$ cat config.mk
export PLATFORM = sky130hd
export DESIGN_NAME = mem_wb_stage
export DESIGN_NICKNAME = d
export VERILOG_FILES = /design/src/rtl/mem_wb_stage.sv
export SDC_FILE = /design/constraint.sdc
export NUM_CORES = 1
export LEC_CHECK = 0
export CAP_MARGIN = 25
export CELL_PAD_IN_SITES_DETAIL_PLACEMENT = 1
export CELL_PAD_IN_SITES_GLOBAL_PLACEMENT = 2
export CORE_MARGIN = 2
export CORE_UTILIZATION = 30
export CTS_CLUSTER_DIAMETER = 150
export CTS_CLUSTER_SIZE = 20
export DETAILED_ROUTE_END_ITERATION = 10
export DONT_BUFFER_PORTS = 1
export PLACE_DENSITY = 0.84
export RECOVER_POWER = 25
export SLEW_MARGIN = 40
export SYNTH_ARGS = -nofsm -noshare
export SYNTH_HDL_FRONTEND = slang
export SYNTH_SLANG_ARGS = --single-unit
$ cat constraint.sdc
create_clock -name clk -period 1.85 [get_ports clk]
set_input_delay 0.185 -clock clk [delete_from_list [all_inputs] [get_ports clk]]
set_output_delay 0.185 -clock clk [all_outputs]
set_load 0.005 [all_outputs]
$ cat src/rtl/mem_wb_stage.sv
// MEM/WB pipeline register for the cpu2 core: selects the write-back value,
// feeds the register file and EX forwarding, emits the commit record and retire count.
//
// state  | meaning
// RUN    | hltPending=0: instructions are captured normally
// DRAIN  | hltPending=1, hlt=0: HALT sits in WB, later MEM slots are discarded
// HALTED | hlt=1: core stopped until rst
module mem_wb_stage #(
  parameter int CNT_W = 32
) (
  input  logic             clk,
  input  logic             rst,
  input  logic             mem_valid,
  input  logic [15:0]      mem_pc,
  input  logic [15:0]      mem_inst,
  input  logic             mem_reg_write,
  input  logic [3:0]       mem_dst,
  input  logic [15:0]      mem_alu_result,
  input  logic             mem_mem_read,
  input  logic             mem_mem_write,
  input  logic [15:0]      mem_store_data,
  input  logic [15:0]      mem_load_data,
  input  logic             mem_halt,
  input  logic             mem_stall,
  input  logic             flush,
  output logic             wb_valid,
  output logic [15:0]      wb_pc,
  output logic [15:0]      wb_inst,
  output logic             wb_reg_write,
  output logic [3:0]       wb_dst,
  output logic [15:0]      wb_data,
  output logic             wb_mem_read,
  output logic             wb_mem_write,
  output logic [15:0]      wb_mem_addr,
  output logic [15:0]      wb_mem_data,
  output logic             fwd_valid,
  output logic [3:0]       fwd_dst,
  output logic [15:0]      fwd_data,
  output logic             hlt,
  output logic [CNT_W-1:0] retired
);

  logic hltPending;
  logic take;

  assign take = mem_valid & ~mem_stall & ~flush & ~hltPending;

  assign fwd_valid = wb_reg_write;
  assign fwd_dst   = wb_dst;
  assign fwd_data  = wb_data;

  always_ff @(posedge clk) begin
    if (rst) begin
      wb_valid     <= 1'b0;
      wb_pc        <= '0;
      wb_inst      <= '0;
      wb_reg_write <= 1'b0;
      wb_dst       <= '0;
      wb_data      <= '0;
      wb_mem_read  <= 1'b0;
      wb_mem_write <= 1'b0;
      wb_mem_addr  <= '0;
      wb_mem_data  <= '0;
      hltPending   <= 1'b0;
      hlt          <= 1'b0;
      retired      <= '0;
    end else begin
      wb_valid     <= take;
      // R0 is hardwired zero and HALT never writes a register
      wb_reg_write <= take & mem_reg_write & (mem_dst != 4'd0) & ~mem_halt;
      wb_mem_read  <= take & mem_mem_read;
      wb_mem_write <= take & mem_mem_write;
      if (take) begin
        wb_pc       <= mem_pc;
        wb_inst     <= mem_inst;
        wb_dst      <= mem_dst;
        wb_data     <= mem_mem_read ? mem_load_data : mem_alu_result;
        wb_mem_addr <= mem_alu_result;
        wb_mem_data <= mem_store_data;
      end
      if (take & mem_halt) hltPending <= 1'b1;
      // hltPending is sticky, so hlt follows it one edge later and stays set
      hlt <= hltPending;
      if (wb_valid & ~hlt) retired <= retired + CNT_W'(1);
    end
  end

endmodule

-- After elaboration in Yosys (flattened, before gate mapping)
Index checks and enable logic that the tools add are counted.
- input bits: 93
- flip-flop bits (word level): 122
- output and inout port bits: 142
- reduce and logical (&&, ||, !) cells: 1
- multiplexer cells: 1
- bitwise gates (word level): 15
- $add $sub $neg: 1
- operator list (cell ; number):
    32-bit by 1-bit adder with 32-bit output, second input constant ; 1
    16-bit 2-to-1 mux ; 1
    1-bit AND ; 10
    1-bit inverter ; 5
    4-bit nonzero test ; 1

-- Logic depth before layout (Yosys ltp)
- word-level depth: 7
- depth in mapped cells: 7

-- Worst setup path after synthesis
No wires, ideal clock.
- path type: reg-to-reg
- start point: register retired[6]
- end point: register retired[31]
- data arrival time: 1766 ps
- setup slack: -37 ps
- required time: 1729 ps
- period minus slack after synthesis: 1887 ps
- cell stages (with the launch flop): 6
- library setup time: 121 ps
- path through: dfxtp_1 > nand4_2 > or4_1 > clkbuf_1 > nor4_1 > mux2_2
- cells in the longest elaborated chain, start to end: 1
- RTL lines (item ; RTL line ; RTL):
    from (decl) ; 40 ; output logic [CNT_W-1:0] retired
    from (signal assigned) ; 84 ; if (wb_valid & ~hlt) retired <= retired + CNT_W'(1);
    32-bit by 1-bit adder with 32-bit output ; 84 ;
Every way passes these cells.
A chain may end at the register's enable or synchronous reset.

-- Final worst setup path
- start point: register retired[0]
- end point: register retired[20]
Same word-level chain as after synthesis.

==> results.toml <==
[synthesis]
synth-simple-area-share = 0.225
synthMuxAreaShare = 0.0396
synthAdderAreaFrac = 0.00257
synth-main-ff-cell = "dfxtp_1"
netlist_area_mm2 = 0.00487
synthesis.nets = 675
synthArstFlopShare = 0
yosys_warnings = 0
synth_top_area_frac = 0.502
ys_seq_area_frac = 0.502
synth_area_leaders = "dfxtp_1, nand2_1, a21oi_1"
synth_top_cell_by_area = "dfxtp_1"
synth_xor_area_frac = 0.0180
synth_compound_area_frac = 0.142
synth_seq_cells = 122
syn_avg_cell_area_um2 = 8.38
yosysUniqueCellTypes = 38
synth_top_family_by_area = "simple AND/OR/NAND/NOR gates"
netlist_instances = 581
synth_edf_count = 0

[cts]
cts-htree-levels = 4
cts_root_buf = "clkbuf_16"
cts_tree = "built"
cts_sinks = 122
cts_buffers = 17
path_clk_slew_ns = 0.05
clk_latency_ns = 0.39
clk_path_buf_depth = 2
cts_hold_buffers = 15

[floorplanning]
fp.dieW_um = 131
dieHeight_um = 131
start_util = 0.306
pin_count = 235
core-area_mm2 = 0.0159
rows = 46
dieArea_mm2 = 0.0173

[timing]
hold_viol = 97
period_minus_slack_ns = 1.94
rsz0062_at_grt = "true"
slew_headroom = 0.651
whs_ns = -0.140
tightest_slew_ns = 0.519
period_share = 1.05
drv_slew = 0
fin_skew_ns = 0.00640
setup_slack_ns = -0.0882
fmax_mhz = 516
setup_viol = 9

[drt]
wirelength_mm = 15.0
num_vias = 4264
wl_per_cell_um = 18.2
via_per_inst = 5.17
dr.first_iter.drc_count = 200
drtAntennaViolNets = 0
drc_errors = 0
first_pass_iters = 7

[cells_and_area]
layout_commonest_cell = "nand2_1"
antenna_cells = 0
areaGrowthSynthToFinish_pct = 26.2
layout_common_cells = "nand2_1, dfxtp_1, a21oi_1"
stdcell_count = 825
drive_gt1_frac = 0.213
nNetsFinal = 692

[global_routing]
overflow = 0
grt_max_degree = 121
grt_pass1_wl_mm = 23.7
antenna_found_initial = 0
grt_pass1_vias = 4507
grtUsageTotal = 0.168

[setup_path]
cp.buffers_inverters = 1
end_kind = "register"
ff2ff_setup_slack_ns = -0.09
worstPathRequired_ns = 2.17
worstPathCellList = "ha_2 > nand3b_1 > or4_4 > buf_6 > or4_4 > a21oi_2"
cpPeakStageDelay_ns = 0.50
worst-setup-path-type = "reg2reg"
cp_max_fo = 8
critPathSlowestCell = "or4_4"
crit_top_cell = "or4_4"
cp-start-kind = "register"
cp_data_arrival_time_ns = 2.26
critPathTopFamily = "simple AND/OR/NAND/NOR gates"

[status]
status = "finished, violations left"
failed_checks = "hold timing, setup timing"

[worst_hold_path]
hp-class = "in2reg"

[placement]
gp_congestion = 0.757
dp_cells = 772
place_ws_ns = -0.101
dp_hpwl_mm = 10.0
io_buffer_count = 0

[pwr]
ir_drop_uv = 561
power.density_mw_per_mm2 = 1020
p_leak_uw = 0.00216

[flow_run]
drv_cap = 0
## registers in the layout, summed over array words and instances, names as in the netlist
register      cells
wb_inst          16
fwd_data         16
wb_mem_addr      16
wb_mem_read       1
retired          32
fwd_dst           4
wb_mem_write      1
hlt               1
fwd_valid         1
hltPending        1
wb_valid          1
wb_pc            16
wb_mem_data      16
## kinds of logic (layout without fill, tap and decap cells)
kind of cell             after synthesis  count (layout)
AND/OR/NAND/NOR                      238             238
AO/OA/AOI/OAI                        123             123
flip-flops                           122             122
buffers and inverters                 68              96
multiplexers                          19              19
XOR/XNOR                              10              10
adder cells (fa/ha/maj)                1               1
## worst reg2reg max path, stage by stage, from the launching register on
cell and delay (ns):
dfxtp_2 0.33, ha_2 0.17, nand3b_1 0.11, or4_4 0.44
buf_6 0.16, or4_4 0.50, a21oi_2 0.16
## power breakdown
part,internal (uW),switching (uW),total (uW)
clock network,2140,1120,3260
registers,2700,71.2,2770
logic,93.4,110,203
total,4940,1300,6240
## worst paths after layout
path | start | endpoint | cells after the start
worst min-delay path | rst | retired[23] | 1
worst max-delay path | retired[0] | retired[20] | 6
worst min register to register | wb_inst[2] | wb_inst[2] | 2
worst max register to register | retired[0] | retired[20] | 6
## stage by stage
| stage | cell area [um2] | hold WS (ns) | power [uW] | TNS (ns) | utilization |
|---|---|---|---|---|---|
| floorplan | 4870 | 0.261 | 3020 | -0.0137 | - |
| global placement | 5130 | 0.263 | 3010 | -0.106 | 0.323 |
| detailed placement | 5130 | 0.263 | 3020 | -0.844 | 0.323 |
| CTS | 5940 | -0.161 | 6320 | -0.448 | 0.374 |
| global route | 6150 | -0.171 | 6500 | -0.941 | 0.387 |
| finish | 6150 | -0.140 | 6240 | -0.325 | 0.387 |
## what timing repair did
| item | CTS | global route |
|---|---|---|
| resized for setup | 8 | 42 |
| pin swaps | 2 | 13 |
| setup buffers | 4 | 2 |
| endpoints found under the setup margin | 14 | 25 |
| hold endpoints to repair | 119 | 104 |
| gates cloned | 1 | 1 |
## Yosys cell counts (2+ instances only)
cell	instances
nand2_1	143
a211oi_1	16
buf_2	2
dfxtp_1	122
or3_1	4
or4_1	16
and3_1	2
buf_1	4
a21oi_1	87
nand4_1	8
o31ai_1	14
and2_1	3
inv_1	5
nor4_1	3
nor2_1	31
xnor2_1	8
clkbuf_1	35
nor3_1	5
mux2_2	2
nor2b_1	3
buf_4	21
mux2i_1	17
o21ai_0	5
and4_1	4
nand3_1	7
xor2_1	2
## layer usage
metal	track usage	share of wire	vias to the layer above
met1	0.188	0.41	2087
met4	0.0489	0.012	0
met3	0.0656	0.072	14
met2	0.294	0.51	161
li1	-	-	2002
met5	0	0	-
## final cells by class
class	instances	area, um2
Inverter	5	18.8
Clock buffer	23	498
Sequential cell	122	2450
Tap cell	216	270
Fill cell	1872	9740
Multi-Input combinational cell	391	2260
Timing Repair Buffer	61	551
Clock inverter	7	90.1
(Power assumes the default switching activity.)
